===== config.mk =====
export PLATFORM = sky130hd
export DESIGN_NAME = regfile_mp
export DESIGN_NICKNAME = d
export VERILOG_FILES = /design/src/rtl/regfile_pkg.sv /design/src/rtl/regfile_scoreboard.sv /design/src/rtl/regfile_mp.sv
export SDC_FILE = /design/constraint.sdc
export NUM_CORES = 1
export LEC_CHECK = 0
export BUFFER_PORTS_ARGS = -buffer_cell sky130_fd_sc_hd__clkbuf_2
export CAP_MARGIN = 5
export CORE_MARGIN = 1.5
export CORE_UTILIZATION = 45
export CTS_CLUSTER_DIAMETER = 30
export DETAILED_ROUTE_END_ITERATION = 6
export PLACE_DENSITY = 0.61
export RECOVER_POWER = 100
export SLEW_MARGIN = 20
export SYNTH_ARGS = -nofsm -noshare
export SYNTH_HDL_FRONTEND = slang
export SYNTH_SLANG_ARGS = --single-unit

===== constraint.sdc =====
create_clock -name clk -period 4.2 [get_ports clk]
set_input_delay 0.63 -clock clk [delete_from_list [all_inputs] [get_ports clk]]
set_output_delay 0.63 -clock clk [all_outputs]
set_load 0.05 [all_outputs]

===== src/rtl/regfile_pkg.sv =====
// regfile_pkg: shared types and defaults for the multi-port register file
package regfile_pkg;
  localparam int RF_XLEN = 32;
  typedef enum logic {CLEAR, READY} rf_state_t;
endpackage


===== src/rtl/regfile_scoreboard.sv =====
// regfile_scoreboard: per-register pending bits with set/clear/flush and NRD lookups
module regfile_scoreboard #(
  parameter int NREG = 32,
  parameter int NRD = 2,
  localparam int AW = $clog2(NREG)
) (
  input  logic                   clk,
  input  logic                   reset,
  input  logic                   flush,
  input  logic                   set_en,
  input  logic [AW-1:0]          set_addr,
  input  logic                   clr_en,
  input  logic [AW-1:0]          clr_addr,
  input  logic [NRD-1:0][AW-1:0] ra,
  output logic [NRD-1:0]         hit
);
  logic [NREG-1:0] busy, busy_d;
  // clear applied first so a same-address set wins; register 0 is never pending
  always_comb begin
    busy_d = busy;
    if (clr_en) busy_d[clr_addr] = 1'b0;
    if (set_en && set_addr != '0) busy_d[set_addr] = 1'b1;
  end
  // pending bits drop on reset and on the cycle a clear sweep starts
  always_ff @(posedge clk) begin
    if (reset || flush) busy <= '0;
    else busy <= busy_d;
  end
  for (genvar g = 0; g < NRD; g++) begin : g_rd
    assign hit[g] = busy[ra[g]];
  end
endmodule


===== src/rtl/regfile_mp.sv =====
// regfile_mp: multi-read-port register file with zeroing sweep, write-first bypass and scoreboard
module regfile_mp
  import regfile_pkg::*;
#(
  parameter int XLEN = RF_XLEN,
  parameter int NREG = 32,
  parameter int NRD = 2,
  localparam int AW = $clog2(NREG)
) (
  input  logic                     clk,
  input  logic                     reset,
  input  logic                     clear_req,
  output logic                     ready,
  input  logic [NRD-1:0][AW-1:0]   ra,
  output logic [NRD-1:0][XLEN-1:0] rd,
  output logic [NRD-1:0]           rbusy,
  input  logic                     we,
  input  logic [AW-1:0]            wa,
  input  logic [XLEN-1:0]          wd,
  input  logic                     alloc_en,
  input  logic [AW-1:0]            alloc_addr
);
  localparam logic [AW-1:0] LAST = AW'(NREG - 1);
  rf_state_t state_q, state_d;
  logic [AW-1:0] idx_q, idx_d;
  logic [XLEN-1:0] mem [NREG];
  logic wr_ok, flush, mem_we;
  logic [AW-1:0] mem_wa;
  logic [XLEN-1:0] mem_wd;
  logic [NRD-1:0] hit;
  assign ready = state_q == READY;
  assign wr_ok = ready & ~clear_req;
  assign flush = ready & clear_req;
  assign mem_we = ~ready | (wr_ok & we & (wa != '0));
  assign mem_wa = ready ? wa : idx_q;
  assign mem_wd = ready ? wd : '0;
  // sweep advances one register per cycle; idx parks at 0 while ready so a new sweep starts there
  always_comb begin
    state_d = (state_q == CLEAR) ? ((idx_q == LAST) ? READY : CLEAR) : (clear_req ? CLEAR : READY);
    idx_d = (state_q == CLEAR) ? idx_q + 1'b1 : '0;
  end
  // state register
  always_ff @(posedge clk) begin
    if (reset) begin
      state_q <= CLEAR;
      idx_q <= '0;
    end else begin
      state_q <= state_d;
      idx_q <= idx_d;
    end
  end
  // single write port shared by the sweep and normal writes
  always_ff @(posedge clk) begin
    if (!reset && mem_we) mem[mem_wa] <= mem_wd;
  end
  regfile_scoreboard #(.NREG(NREG), .NRD(NRD)) u_sb (
    .clk(clk),
    .reset(reset),
    .flush(flush),
    .set_en(wr_ok & alloc_en),
    .set_addr(alloc_addr),
    .clr_en(wr_ok & we),
    .clr_addr(wa),
    .ra(ra),
    .hit(hit)
  );
  for (genvar g = 0; g < NRD; g++) begin : g_rp
    assign rd[g] = (!ready || ra[g] == '0) ? '0 : (we && wa == ra[g]) ? wd : mem[ra[g]];
    assign rbusy[g] = ready & hit[g];
  end
endmodule


# --- After elaboration in Yosys (flattened, before gate mapping) ---
# Memory sizes are Yosys's and may differ from the RTL's.
# Index checks and enable logic that the tools add are counted.
totals:
  register_bits: 38
  mem_bits_rw: 1024
  input_bits: 57
  elab_cells: 64
  n_memories: 1
op_classes:
  addsub: 1
  n_lt_le_gt_ge: 6
  eq_ne: 3
  mux: 21
  bitwise: 13
  n_reduce_logical: 16
mem_list:
  columns: ["memory", "words", "word_bits", "rd", "rd_clocked_by_memory_dff", "write_ports", "line_no", "source"]
  rows:
  - ["mem", 32, 32, 2, 0, 1, "regfile_mp.sv:26", "logic [XLEN-1:0] mem [NREG];"]
op_table:
  columns: ["cell", "n"]
  rows:
  - ["32-bit 2-to-1 mux", 7]
  - ["32-bit AND", 1]
  - ["32-bit NOT", 1]
  - ["32-bit OR", 1]
  - ["5-bit by 6-bit < comparator with 1-bit output (second input constant)", 4]
  - ["1-bit binary-select mux with 5-bit select", 2]
  - ["1-bit demux with 5-bit select", 2]
  - ["5-bit equality test", 2]
  - ["5-bit by 1-bit greater-or-equal comparator with 1-bit output (second input constant)", 2]
  - ["5-bit logical NOT", 2]
  - ["5-bit nonzero test", 2]
  - ["1-bit 2-to-1 mux", 9]
  - ["1-bit AND", 7]
  - ["1-bit logical AND", 6]
  - ["5-bit by 1-bit adder with 5-bit output (second input constant)", 1]
  - ["5-bit equality test (second input constant)", 1]
  - ["5-bit 2-to-1 mux", 1]
  - ["1-bit logical OR", 3]
  - ["1-bit logical NOT", 2]
  - ["1-bit NOT", 2]
  - ["2-bit OR reduction", 1]
  - ["1-bit OR", 1]

# --- Logic depth before layout (Yosys ltp) ---
# Gate-level depths: netlist of the first run.
logic_depth:
  ltp_word: 9
  ltp_mapped: 9
  mapped_depth_nobuf: 5

# --- Modules after synthesis ---
# A second synthesis of the first run with hierarchy kept.
unflattened:
  cells_unflattened: 3107
  area_unflattened_um2: 50920.1
modules_own_cells:
  columns: ["module", "instances", "cells_each", "area_each_um2"]
  rows:
  - ["regfile_mp", 1, 2863, 48982.0]
  - ["regfile_scoreboard", 1, 244, 1938.1]

# --- Worst setup path before layout of the first run ---
# No wires, ideal clock.
synth_timing:
  kind: "register to register"
  startpoint: "register state_q (netlist: ready)"
  endpoint: "memory mem[0][0] (netlist bit) (enable)"
  t_arrival_ns: 3.150
  required_ns: 3.779
  setup_slack_ns: 0.629
  stages_incl_launch_ff: 6
  n_path_buf: 2
  synth_period_minus_slack_ns: 3.571
  cell_sequence: "dfxtp_1 -> clkbuf_1 -> buf_1 -> mux2i_1 -> nand2_1 -> nor2_1"
synth_via:
  elab_chain_len: 7
synth_lines:
  columns: ["element", "line_no", "source"]
  rows:
  - ["from (decl)", "regfile_mp.sv:24", "rf_state_t state_q, state_d;"]
  - ["from (signal assigned)", "regfile_mp.sv:48", "state_q <= state_d;"]
  - ["1-bit AND", "regfile_mp.sv:32", "assign wr_ok = ready & ~clear_req;"]
  - ["1-bit AND (2 in series)", "regfile_mp.sv:34", "assign mem_we = ~ready | (wr_ok & we & (wa != '0));"]
  - ["1-bit OR", "regfile_mp.sv:34", null]
  - ["1-bit logical AND", "regfile_mp.sv:54", "if (!reset && mem_we) mem[mem_wa] <= mem_wd;"]
  - ["1-bit 2-to-1 mux", "regfile_mp.sv:54", null]
  - ["1-bit 2-to-1 mux (not written as such)", "regfile_mp.sv:54", null]
  - ["to (decl)", "regfile_mp.sv:26", null]
# Several ways; a longest one is shown, not always the timed one.

==> flow_summary.yaml, run 1 <==
sta:
  fmax_ghz: 0.243
  worstMarginPinSlew_ns: 1.80
  final-setup-viol-count: 0
  min_period_ns: 4.12
  tns_ns: 0
  finClkSkew_ns: 0.0186
  setup_ws_ns: 0.0794
  hold_slack_ns: 0.143
  slew_violations: 1092
  rsz0062_at_grt: "false"
  hold_viol_final: 0
  fin_crit_sh_pct: 98.1
  slew_headroom_pct: -19.9
synthesis:
  yosysWarnings: 0
  async_flop_share_pct: 0
  ys_seq_elements: 1062
  synth_nets: 3132
  avgSynthCellArea_um2: 16.6
  synth_top_area_share_pct: 60.4
  synthTopCellsByCount: "1024 x edfxtp_1, 456 x mux2i_1, 305 x mux4_2"
  syn_area_mm2: 0.0509
  post-synth-top-count-cell: "edfxtp_1"
  ys_top_cells_by_area: "edfxtp_1 60%, mux4_2 13%, mux2i_1 9.0%"
  yosysSeqAreaShare_pct: 61.9
  synth_edf_count: 1024
  synth_top_area_cell: "edfxtp_1"
  synthCells: 3073
  ys_types: 57
  synth_ff_type: "edfxtp_1"
global_route:
  grt_pass1_vias: 34500
  grt_overflow_total: 0
  grt_pass1_wl_um: 236000
  antenna_found_initial: 3
  grt_max_degree: 85
  track_usage_pct: 28.1
critical_path:
  cpLargestDelayFamily: "compound AO/OA/AOI/OAI gates"
  cp-start-kind: "register"
  required_ns: 3.57
  crit_arrival_ns: 3.49
  end_kind: "output pin"
  cp_max_fo: 31
  crit_type: "register to output pin"
  crit_buf_inv: 2
  slowest_delay_ns: 0.70
  cpMaxStageDelayCell: "dfxtp_2"
  crit_chain: "o41ai_1 > a311o_2 > buf_6 > a21oi_1 > a211o_1 > clkbuf_1"
status:
  violations: "capacitance limit, slew limit"
  outcome: "complete, but fails checks"
detailed_routing:
  vias: 33300
  drtPass1Iterations: 6
  drtIter0Drc: 3562
  drtAntennaViolNets: 0
  viasPerCell: 6.65
  remaining_drc_errors: 0
  drt_wl_total_um: 162000
  wire_per_inst_um: 32.5
cells_and_area:
  area_growth_pct: 20.0
  nets: 3377
  fin_util_pct: 54.4
  instances_no_fill: 5003
  drive_above_1_share_pct: 27.8
  design_area_mm2: 0.0611
power:
  swShare_pct: 21.7
  p_clk_share_pct: 56.6
  power.internal_mw: 23.8
  seqPwrFrac_pct: 38.1
  ir_drop_mv: 0.449
  switching_power_mw: 6.61
  powerDensity_mw_per_mm2: 498
  total_power_mw: 30.4
  combPwrFrac_pct: 5.4
  p_leak_nw: 21.2
floorplan:
  core-area_mm2: 0.112
  start_util_pct: 45.3
  die_area_mm2: 0.115
  die_h_um: 339
  dieWidth_um: 339
  num_rows: 123
  io_pins: 124
clock_network:
  htreeDepth: 4
  cts_num_sinks: 1062
  hold_buffers: 0
  clockRootBuffer: "clkbuf_16"
  cts_tree: "yes"
  clockBufferDepth: 3
  clk_latency_ns: 0.80
  post_cts_resized: 0
  path_clk_slew_ns: 0.04
  numCtsBuffers: 214
  post-cts-setup-buffers: 0
placed_design:
  place_inst: 4601
  gp_congestion: 0.877
  pre_cts_ws_ns: 0.491
  placed_area_mm2: 0.0541
  numPortBuffers: 123
  detailed_place_hpwl_um: 96400
min_path:
  hold_class: "input pin to register"
flow_run:
  maxCapViolCount: 38
-- kinds of logic (layout without fill, tap and decap cells) --
kind of cell / count (synthesis) / after routing / synth area share (%)
flops: 1062 / 1062 / 61.9
mux: 794 / 794 / 23.2
compound gates: 720 / 720 / 9.82
buf+inv: 261 / 690 / 2.80
simple gates: 222 / 222 / 2.08
xor+xnor: 12 / 12 / 0.206
fa+ha+maj: 2 / 2 / 0.0491
other cells: 0 / 1 / 0
-- registers in the layout, summed over array words and instances, names as in the netlist --
signal,cells
mem,1024
ready,1
idx_q,5
u_sb.busy,32
-- worst reg2reg max path, delay by kind of cell, from the launching register on --
family | cells | cell delay [ns]
and+or+nand+nor | 2 | 1.53
buffers and inverters | 2 | 1.09
DFF | 1 | 0.70
muxes | 1 | 0.41
-- final cells by class --
cell class	instances	area, um2
multi-input combinational	1750	18100
clock buffer	246	5680
tap	1500	1880
clock inverter	154	1750
inverter	9	33.8
timing repair buffer	281	2150
fill	8828	51200
antenna	1	2.50
sequential	1062	31500
-- path summary, 6_finish.rpt --
check | start | end | slack [ns] | cells past startpoint
setup / recovery | ready | rd[44] | 0.08 | 6
hold / removal | alloc_addr[1] | u_sb.busy[23] | 0.14 | 3
setup reg to reg | ready | mem[8][23] | 0.17 | 5
hold reg to reg | u_sb.busy[6] | u_sb.busy[6] | 0.49 | 2
-- layout by cell type (no fill, tap or decap), types with 36 or more instances in the layout --
master,Yosys,layout
a22oi_1,62,62
a211o_1,62,62
a221oi_1,217,217
buf_4,38,66
o21ai_0,104,105
dfxtp_1,38,37
clkbuf_1,112,49
nand2_1,89,89
mux2i_1,456,456
clkbuf_2,0,136
clkbuf_16,0,222
buf_12,4,36
edfxtp_1,1024,1024
a21oi_1,159,159
clkinv_2,0,38
o21ai_1,55,54
mux4_2,305,305
-- routing by layer --
metal  GRT usage [%]  vias up  share of wire, %
met5               0        -            0.0055
met1            36.5    17200                38
met4            12.0        2               4.2
met2            46.1     2067                48
met3            5.65      466               9.6
li1                -    13600                 -
-- power by group through the flow --
stage / Combinational [mW] / Sequential, mW / Clock [mW]
finish: 1.63 / 11.6 / 17.2
global route: 1.71 / 11.6 / 17.9
CTS: 1.64 / 11.6 / 17.4
detailed placement: 1.63 / 11.8 / 0
global placement: 1.61 / 11.8 / 0
floorplan: 1.12 / 11.8 / 0
Note: power is estimated with default switching activity, not from simulation.
==> run 2: changes to the inputs <==
--- a/config.mk
+++ b/config.mk
@@ -9,6 +9,7 @@
 export CAP_MARGIN = 5
 export CORE_MARGIN = 1.5
 export CORE_UTILIZATION = 45
+export CTS_BUF_LIST = sky130_fd_sc_hd__clkbuf_4 sky130_fd_sc_hd__clkbuf_8
 export CTS_CLUSTER_DIAMETER = 30
 export DETAILED_ROUTE_END_ITERATION = 6
 export PLACE_DENSITY = 0.61
==> run 2 against run 1 <==
- the run still ends with capacitance limit, slew limit left
- core utilization is 2.2 points lower
- die area stayed put
- via count is 0.27% lower
- clock-buffer cell count is 9 higher
- combinational power hardly changed
- power is 17% lower
- register-to-register slack hardly changed
- sequential power hardly changed
- clock power is 29% lower
- first-iteration DRC count is 7.2% higher
==> flow_summary.yaml, run 2 (synthesis gave the netlist of run 1 again) <==
status:
  outcome: "complete, but fails checks"
  violations: "capacitance limit, slew limit"
cells_and_area:
  regMostFlops: "mem"
  top_regs: "mem (1024), u_sb.busy (32), idx_q (5)"
  area_growth_pct: 15.3
  final_common_cell: "edfxtp_1"
  nets: 3384
  layout_common_cells: "1024 x edfxtp_1, 456 x mux2i_1, 305 x mux4_2"
  nFillCells: 9176
  fin_util_pct: 52.3
  drive_above_1_share_pct: 27.3
  largest_reg_flops: 1024
power:
  total_power_mw: 25.4
  switching_power_mw: 5.82
  seqPwrFrac_pct: 45.6
  p_leak_nw: 20.0
  p_clk_share_pct: 48.0
  power.internal_mw: 19.5
  combPwrFrac_pct: 6.4
  ir_drop_mv: 0.327
  swShare_pct: 23.0
  powerDensity_mw_per_mm2: 432
sta:
  fin_crit_sh_pct: 97.0
  rsz0062_at_grt: "false"
  worstMarginPinSlew_ns: 1.82
  slew_headroom_pct: -21.1
  hold_viol_final: 0
  slew_violations: 934
  hold_slack_ns: 0.108
  tns_ns: 0
  fmax_ghz: 0.245
  min_period_ns: 4.07
  finClkSkew_ns: 0.0365
  final-setup-viol-count: 0
detailed_routing:
  drtAntennaViolNets: 0
  viasPerCell: 6.62
  remaining_drc_errors: 0
  drtPass1Iterations: 6
  wire_per_inst_um: 32.3
  vias: 33200
  drt_wl_total_um: 162000
  drtIter0Drc: 3820
floorplan:
  die_area_mm2: 0.115
  io_pins: 124
  dieWidth_um: 339
  num_rows: 123
  start_util_pct: 45.3
  die_h_um: 339
  core-area_mm2: 0.112
critical_path:
  slowest_delay_ns: 0.55
  cpLargestDelayFamily: "compound AO/OA/AOI/OAI gates"
  crit_type: "register to output pin"
  cpMaxStageDelayCell: "dfxtp_4"
  crit_arrival_ns: 3.44
  crit_chain: "o41ai_2 > a311o_2 > buf_6 > a21oi_1 > a211o_1 > clkbuf_1"
  cp-start-kind: "register"
  rrSetupSlack_ns: 0.16
  crit_buf_inv: 2
  end_kind: "output pin"
  cp_max_fo: 31
  required_ns: 3.57
clock_network:
  post-cts-setup-buffers: 0
  path_clk_slew_ns: 0.05
  cts_tree: "yes"
  numCtsBuffers: 218
  clk_latency_ns: 0.90
  clockBufferDepth: 3
  htreeDepth: 4
  cts_num_sinks: 1062
  clockRootBuffer: "clkbuf_8"
global_route:
  antenna_found_initial: 6
  track_usage_pct: 28.0
  grt_overflow_total: 0
  grt_max_degree: 85
  grt_pass1_vias: 34400
  grt_pass1_wl_um: 235000
placed_design:
  detailed_place_hpwl_um: 96400
  gp_congestion: 0.877
  numPortBuffers: 123
min_path:
  hold_class: "input pin to register"
flow_run:
  maxCapViolCount: 35
## run 2: what timing repair did
action / 4_1_cts / 5_1_grt
gates resized for setup: 0 / 1
setup endpoints to repair: 0 / 2
endpoints found under the hold margin: 1 / 0
hold buffers: 1 / 0
## run 2: area by class of cell
type                            instances  area (um2)  share of cell area (%)
Clock buffer                          255        3320                    5.65
Inverter                                9        33.8                  0.0575
Sequential cell                      1062       31500                    53.7
Clock inverter                        150        1680                    2.86
Tap cell                             1500        1880                    3.20
Timing Repair Buffer                  284        2140                    3.64
Multi-Input combinational cell       1750       18100                    30.9
Antenna cell                            3        7.51                  0.0128
## run 2: power groups by stage
stage	combinational [mW]	clock, mW	sequential [mW]
after global placement	1.61	0	11.8
after detailed placement	1.63	0	11.8
final	1.63	12.2	11.6
after floorplan	1.12	0	11.8
after global routing	1.71	12.8	11.6
after CTS	1.64	12.3	11.6
## run 2: per-layer routing
metal / up-vias / wire [um] / global-route usage (%) / part of all wire [%]
li1: 13500 / - / - / -
met1: 17200 / 62100 / 36.3 / 38
met2: 1966 / 78300 / 45.9 / 48
met3: 480 / 15000 / 5.93 / 9.2
met4: 4 / 6750 / 11.4 / 4.2
met5: - / 20 / 0 / 0.012
## run 2: final timing paths
check,cells past startpoint,end,startpoint
setup / recovery,6,rd[13],ready
hold / removal,2,idx_q[2],reset
setup reg to reg,5,mem[10][16],ready
hold reg to reg,1,u_sb.busy[0],u_sb.busy[0]
## run 2: per-stage QoR
stage	cell area, um2	std cells	setup WS, ns
after floorplan	50900	3073	0.629
after global placement	54100	4601	0.515
after detailed placement	54100	4601	0.491
after CTS	59200	5007	0.0397
after global routing	58700	5011	0.102
final	58700	5013	0.125
